<file path="config.mk">
export PLATFORM = sky130hd
export DESIGN_NAME = nvdla_dbb_initiator
export DESIGN_NICKNAME = d
export VERILOG_FILES = /design/src/rtl/nvdla_package.sv /design/src/rtl/nvdla_dbb_word_packer.sv /design/src/rtl/nvdla_dbb_initiator.sv
export SDC_FILE = /design/constraint.sdc
export NUM_CORES = 2
export LEC_CHECK = 0
export ABC_AREA = 1
export CORE_AREA = 4 4 500 502
export CTS_BUF_LIST = sky130_fd_sc_hd__clkbuf_2
export CTS_CLUSTER_SIZE = 16
export DETAILED_ROUTE_END_ITERATION = 7
export DIE_AREA = 0 0 504 506
export PLACE_DENSITY = 0.33
export SYNTH_ARGS = -nofsm -noshare
export SYNTH_HDL_FRONTEND = slang
export SYNTH_SLANG_ARGS = --single-unit
export TNS_END_PERCENT = 100
</file>
<file path="constraint.sdc">
create_clock -name clk_i -period 5.1 [get_ports clk_i]
set_input_delay 1.02 -clock clk_i [delete_from_list [all_inputs] [get_ports clk_i]]
set_output_delay 1.02 -clock clk_i [all_outputs]
set_load 0.02 [all_outputs]
</file>
<file path="src/rtl/nvdla_package.sv">
// Shared types and constants for the DBB initiator.
package nvdla_package;

  localparam int WORD_W       = 32;
  localparam int MEMIF_W_DFLT = 512;

  // Words of WORD_W bits carried by one DBB beat of width w.
  function automatic int dbb_ratio(input int w);
    return w / WORD_W;
  endfunction

  localparam int RATIO = MEMIF_W_DFLT / WORD_W;

  typedef enum logic [2:0] {
    IDLE, REQ, WPACK, WBEAT, WRSP, RBEAT, RUNPACK, DONE
  } state_dbb_init_t;

  // Latched command; the id is held separately since its width is a module parameter.
  typedef struct packed {
    logic        write;
    logic [31:0] addr;
    logic [7:0]  len;
  } ctrl_dbb_init_t;

  typedef struct packed {
    logic busy;
    logic done;
    logic error;
  } flags_dbb_init_t;

endpackage

</file>
<file path="src/rtl/nvdla_dbb_word_packer.sv">
// Beat-wide slot register: filled word by word when packing writes,
// loaded with a whole beat and read word by word when unpacking reads.
module nvdla_dbb_word_packer
  import nvdla_package::*;
#(
  parameter int MEMIF_W = 512,
  parameter int SW      = 4
)(
  input  logic                 clk_i,
  input  logic                 rst_i,
  input  logic                 wr_i,
  input  logic                 ld_i,
  input  logic [SW-1:0]        slot_i,
  input  logic [WORD_W-1:0]    word_i,
  input  logic [3:0]           wstrb_i,
  input  logic [MEMIF_W-1:0]   beat_i,
  output logic [MEMIF_W-1:0]   beat_o,
  output logic [MEMIF_W/8-1:0] strb_o,
  output logic [WORD_W-1:0]    word_o
);

  logic [MEMIF_W-1:0]   r_data;
  logic [MEMIF_W/8-1:0] r_strb;

  // Whole-beat load takes priority; otherwise a single slot is written.
  always_ff @(posedge clk_i) begin
    if (rst_i) begin
      r_data <= '0;
      r_strb <= '0;
    end else if (ld_i) begin
      r_data <= beat_i;
      r_strb <= '1;
    end else if (wr_i) begin
      r_data[WORD_W*int'(slot_i) +: WORD_W] <= word_i;
      r_strb[4*int'(slot_i) +: 4]           <= wstrb_i;
    end
  end

  assign beat_o = r_data;
  assign strb_o = r_strb;
  assign word_o = r_data[WORD_W*int'(slot_i) +: WORD_W];

endmodule

</file>
<file path="src/rtl/nvdla_dbb_initiator.sv">
// DBB master: turns a start command into one DBB request and moves
// 32-bit stream words to/from MEMIF_W-wide DBB beats.
module nvdla_dbb_initiator
  import nvdla_package::*;
#(
  parameter int MEMIF_W = MEMIF_W_DFLT,
  parameter int ID_W    = 8
)(
  input  logic                 clk_i,
  input  logic                 rst_i,
  input  logic                 clear_i,
  // command / status
  input  logic                 start_i,
  input  logic                 write_i,
  input  logic [31:0]          addr_i,
  input  logic [7:0]           len_i,
  input  logic [ID_W-1:0]      id_i,
  output logic                 busy_o,
  output logic                 done_o,
  output logic                 error_o,
  // write word stream (sink)
  input  logic                 wdata_valid_i,
  output logic                 wdata_ready_o,
  input  logic [31:0]          wdata_data_i,
  input  logic [3:0]           wdata_strb_i,
  // read word stream (source)
  output logic                 rdata_valid_o,
  input  logic                 rdata_ready_i,
  output logic [31:0]          rdata_data_o,
  output logic [3:0]           rdata_strb_o,
  // DBB request
  output logic                 req_valid_o,
  input  logic                 req_ready_i,
  output logic                 req_write_o,
  output logic [31:0]          req_addr_o,
  output logic [7:0]           req_len_o,
  output logic [ID_W-1:0]      req_id_o,
  // DBB write data
  output logic                 wdat_valid_o,
  input  logic                 wdat_ready_i,
  output logic [MEMIF_W-1:0]   wdat_data_o,
  output logic [MEMIF_W/8-1:0] wdat_strb_o,
  output logic                 wdat_last_o,
  // DBB write response
  input  logic                 wrsp_valid_i,
  output logic                 wrsp_ready_o,
  input  logic [ID_W-1:0]      wrsp_id_i,
  // DBB read data
  input  logic                 rdat_valid_i,
  output logic                 rdat_ready_o,
  input  logic [MEMIF_W-1:0]   rdat_data_i,
  input  logic [ID_W-1:0]      rdat_id_i,
  input  logic                 rdat_last_i
);

  localparam int NW = dbb_ratio(MEMIF_W);
  localparam int SW = (NW > 1) ? $clog2(NW) : 1;

  state_dbb_init_t r_state, w_next;
  ctrl_dbb_init_t  r_ctrl;
  flags_dbb_init_t w_flags;
  logic [ID_W-1:0] r_id;
  logic [SW-1:0]   r_word_cnt;
  logic [7:0]      r_beat_cnt;
  logic            r_err;

  logic            w_soft_rst, w_last_beat, w_last_slot, w_pk_wr, w_pk_ld;
  logic [MEMIF_W-1:0]   w_pk_beat;
  logic [MEMIF_W/8-1:0] w_pk_strb;
  logic [31:0]          w_pk_word;

  assign w_soft_rst  = rst_i | clear_i;
  assign w_last_beat = (r_beat_cnt == 8'(r_ctrl.len - 8'd1));
  assign w_last_slot = (r_word_cnt == SW'(NW - 1));
  assign w_pk_wr     = (r_state == WPACK) & wdata_valid_i;
  assign w_pk_ld     = (r_state == RBEAT) & rdat_valid_i;

  nvdla_dbb_word_packer #(.MEMIF_W(MEMIF_W), .SW(SW)) u_packer (
    .clk_i   (clk_i),
    .rst_i   (w_soft_rst),
    .wr_i    (w_pk_wr),
    .ld_i    (w_pk_ld),
    .slot_i  (r_word_cnt),
    .word_i  (wdata_data_i),
    .wstrb_i (wdata_strb_i),
    .beat_i  (rdat_data_i),
    .beat_o  (w_pk_beat),
    .strb_o  (w_pk_strb),
    .word_o  (w_pk_word)
  );

  // State, latched command, counters and sticky error.
  always_ff @(posedge clk_i) begin
    if (w_soft_rst) begin
      r_state    <= IDLE;
      r_ctrl     <= '0;
      r_id       <= '0;
      r_word_cnt <= '0;
      r_beat_cnt <= '0;
      r_err      <= 1'b0;
    end else begin
      r_state <= w_next;
      case (r_state)
        IDLE: if (start_i) begin
          r_ctrl     <= '{write: write_i, addr: addr_i, len: len_i};
          r_id       <= id_i;
          r_err      <= (len_i == 8'd0);
          r_word_cnt <= '0;
          r_beat_cnt <= '0;
        end
        WPACK: if (wdata_valid_i)
          r_word_cnt <= w_last_slot ? '0 : r_word_cnt + SW'(1);
        WBEAT: if (wdat_ready_i)
          r_beat_cnt <= r_beat_cnt + 8'd1;
        WRSP: if (wrsp_valid_i && (wrsp_id_i != r_id))
          r_err <= 1'b1;
        RBEAT: if (rdat_valid_i && ((rdat_id_i != r_id) || (rdat_last_i != w_last_beat)))
          r_err <= 1'b1;
        RUNPACK: if (rdata_ready_i) begin
          r_word_cnt <= w_last_slot ? '0 : r_word_cnt + SW'(1);
          if (w_last_slot) r_beat_cnt <= r_beat_cnt + 8'd1;
        end
        default: ;
      endcase
    end
  end

  // Next state and handshake strobes; everything idle by default.
  always_comb begin
    w_next        = r_state;
    req_valid_o   = 1'b0;
    wdata_ready_o = 1'b0;
    wdat_valid_o  = 1'b0;
    wrsp_ready_o  = 1'b0;
    rdat_ready_o  = 1'b0;
    rdata_valid_o = 1'b0;
    case (r_state)
      IDLE:    if (start_i) w_next = (len_i == 8'd0) ? DONE : REQ;
      REQ: begin
        req_valid_o = 1'b1;
        if (req_ready_i) w_next = r_ctrl.write ? WPACK : RBEAT;
      end
      WPACK: begin
        wdata_ready_o = 1'b1;
        if (wdata_valid_i && w_last_slot) w_next = WBEAT;
      end
      WBEAT: begin
        wdat_valid_o = 1'b1;
        if (wdat_ready_i) w_next = w_last_beat ? WRSP : WPACK;
      end
      WRSP: begin
        wrsp_ready_o = 1'b1;
        if (wrsp_valid_i) w_next = DONE;
      end
      RBEAT: begin
        rdat_ready_o = 1'b1;
        if (rdat_valid_i) w_next = RUNPACK;
      end
      RUNPACK: begin
        rdata_valid_o = 1'b1;
        if (rdata_ready_i && w_last_slot) w_next = w_last_beat ? DONE : RBEAT;
      end
      DONE:    w_next = IDLE;
      default: w_next = IDLE;
    endcase
  end

  assign w_flags = '{busy: (r_state != IDLE), done: (r_state == DONE), error: r_err};
  assign busy_o  = w_flags.busy;
  assign done_o  = w_flags.done;
  assign error_o = w_flags.error;

  assign req_write_o  = r_ctrl.write;
  assign req_addr_o   = r_ctrl.addr;
  assign req_len_o    = r_ctrl.len;
  assign req_id_o     = r_id;
  assign wdat_data_o  = w_pk_beat;
  assign wdat_strb_o  = w_pk_strb;
  assign wdat_last_o  = w_last_beat;
  assign rdata_data_o = w_pk_word;
  assign rdata_strb_o = 4'hF;

endmodule
</file>
==> impl_metrics.ini <==
[timing]
hold_ws_ns = 0.278
clock_skew_ns = 0.177
min_period_ns = 4.94
setup_viol = 0
finalHoldViolCount = 0
fin_setup_tns_ns = 0
tightest_slew_ns = 1.41
finalCritPeriodShare_pct = 96.8
fmax_mhz = 203
slew_headroom_pct = 6.18
slew_viol_final = 0

[critical_path]
end_kind = primary output
start_kind = flop
r2r_cells = 16
cp.arrival_ns = 3.92
worst-setup-path-type = flop to primary output
required_ns = 4.08
crit_fanout = 12

[logic_synthesis]
ys_seq_area_share_pct = 38.1
synth-seq-cells = 641
synth_edf_count = 0
synthCells = 5309
yosys.cell_types.count = 45
syn_area_per_cell_um2 = 6.35
syn-cell-area_um2 = 33700
synth_ff_type = dfxtp_1
async_flop_share_pct = 0
synth_warnings = 0

[worst_hold_path]
hold_depth = 4
worstHoldPathType = primary input to flop

[routing]
ant_nets = 0
postRouteWirelength_um = 426000
vias_per_cell = 4.73
dr.pass1.iters = 8
drtIter0Drc = 5958
wl_per_cell_um = 39.1
drcViolationCount = 0
dr_total_vias = 51500

[place]
dp_cells = 9597
portBuffers = 1290
gp_congestion = 0.932
hpwlAfterDp_um = 342000

[clock_network]
clock_latency_ns = 2.02
cts.sinks = 641
clk_pin_slew_worst_paths_ns = 0.10
htreeDepth = 4
cts_tree = done
cts_buffer_depth = 3
cts_made_buffers = 214
cts_root_buf = clkbuf_2

[pwr]
max-vdd-ir-drop_mv = 0.260
powerDensity_nw_per_um2 = 219
power_uw = 13600
power.leakage_uw = 0.0231

[finish]
instances_no_fill = 10900
layout-drive-gt1-share_pct = 10.4
finalNetCount = 8071
area_growth_pct = 85.2
layout_common_cells = 1770 x nand2_1, 1256 x clkdlybuf4s50_1, 803 x dlygate4sd3_1
mostFrequentLayoutCell = nand2_1

[floorplan]
io_pins = 1295
start_util_pct = 13.7
chipHeight_um = 506
design.die.area_um2 = 255000
rows = 182
die_w_um = 504
core_um2 = 245000

[global_route]
grt_max_degree = 102
first_global_vias = 50300
antenna_found_initial = 141
grt_first_pass_wirelength_um = 536000
grt_use_total_pct = 31.9
gr-total-overflow = 0

[flow_run]
cap_viol_max_count = 0

[status]
status = finished, final reports clean
-- metal layers --
metal / wire length, µm / GRT usage (%)
met1: 177000 / 39.4
met5: 267 / 0
met4: 25000 / 15.5
met3: 32700 / 8.37
met2: 191000 / 51.2
-- sequential cells by signal, indices dropped and copies added, names as in the netlist --
signal           cells
u_packer.beat_o    512
u_packer.strb_o     64
req_addr_o          32
r_beat_cnt           8
req_id_o             8
req_len_o            8
r_word_cnt           4
r_state              3
error_o              1
req_write_o          1
-- power breakdown --
| group | internal [µW] | total [µW] | leakage, µW | switching [µW] |
|---|---|---|---|---|
| clock network | 1810 | 4820 | 0.00144 | 3000 |
| logic | 1450 | 3740 | 0.0165 | 2290 |
| registers | 5040 | 5090 | 0.00517 | 51.4 |
| total | 8300 | 13600 | 0.0231 | 5340 |
-- synthesized netlist by cell type (70+ instances only) --
master	instances	area, µm²
inv_1	231	867
dfxtp_1	641	12800
nand3_1	315	1580
buf_2	89	445
clkbuf_1	288	1080
o21ai_0	412	2060
nor2_1	525	1970
a21oi_1	332	1660
nand2_1	1797	6750
a31oi_1	210	1310
a22oi_1	70	526
o22ai_1	74	463
-- worst paths after layout --
path / from / to / slack, ns
min reg2reg: req_addr_o[8] / req_addr_o[8] / 0.47
max reg2reg: r_word_cnt[0] / u_packer.beat_o[363] / 0.22
max: r_word_cnt[0] / rdata_data_o[19] / 0.16
min: rdat_data_i[417] / u_packer.beat_o[417] / 0.28
-- per-stage QoR --
stage | worst slack (ns) | cell area (µm²) | util, %
after floorplan | 1.95 | 33700 | -
after global placement | 0.527 | 50800 | 20.7
after detailed placement | 0.543 | 50800 | 20.7
after CTS | -0.0615 | 62300 | 25.4
after global routing | -0.0610 | 62300 | 25.4
final | 0.164 | 62400 | 25.5
-- critical path, stage by stage (launching register included) --
cell and delay, ns:
dfxtp_4 0.39, buf_12 0.18, inv_16 0.09, buf_6 0.17
nor2_1 0.44, o22ai_2 0.25, nand2_2 0.23, nand3_1 0.12
buf_6 0.16
-- kinds of logic (layout without fill, tap and decap cells) --
group	after synthesis	after routing	synth area share [%]
flops	641	641	38.1
simple gates	2754	2754	32.7
fa+ha+maj	7	7	0.260
compound gates	1208	1208	20.5
buf+inv	685	2957	8.06
xor+xnor	13	13	0.382
other cells	1	70	0.0111
-- cell type report --
type,instances,area [µm²]
fill,27500,183000
timing repair buffer,2333,23500
inverter,260,1060
clock buffer,301,1510
multi-input combinational,3986,18900
timing repair inverter,4,48.8
clock inverter,59,373
antenna,66,165
sequential,641,12800
tap,3220,4030
-- what timing repair did --
item / 4_1_cts / 5_1_grt
pin swaps: 48 / 0
setup buffers: 22 / 0
gates cloned: 22 / 0
resized for setup: 374 / 4
hold buffers: 803 / 0
endpoints found under the hold margin: 608 / 0
endpoints found under the setup margin: 33 / 3
(Power assumes the default switching activity.)
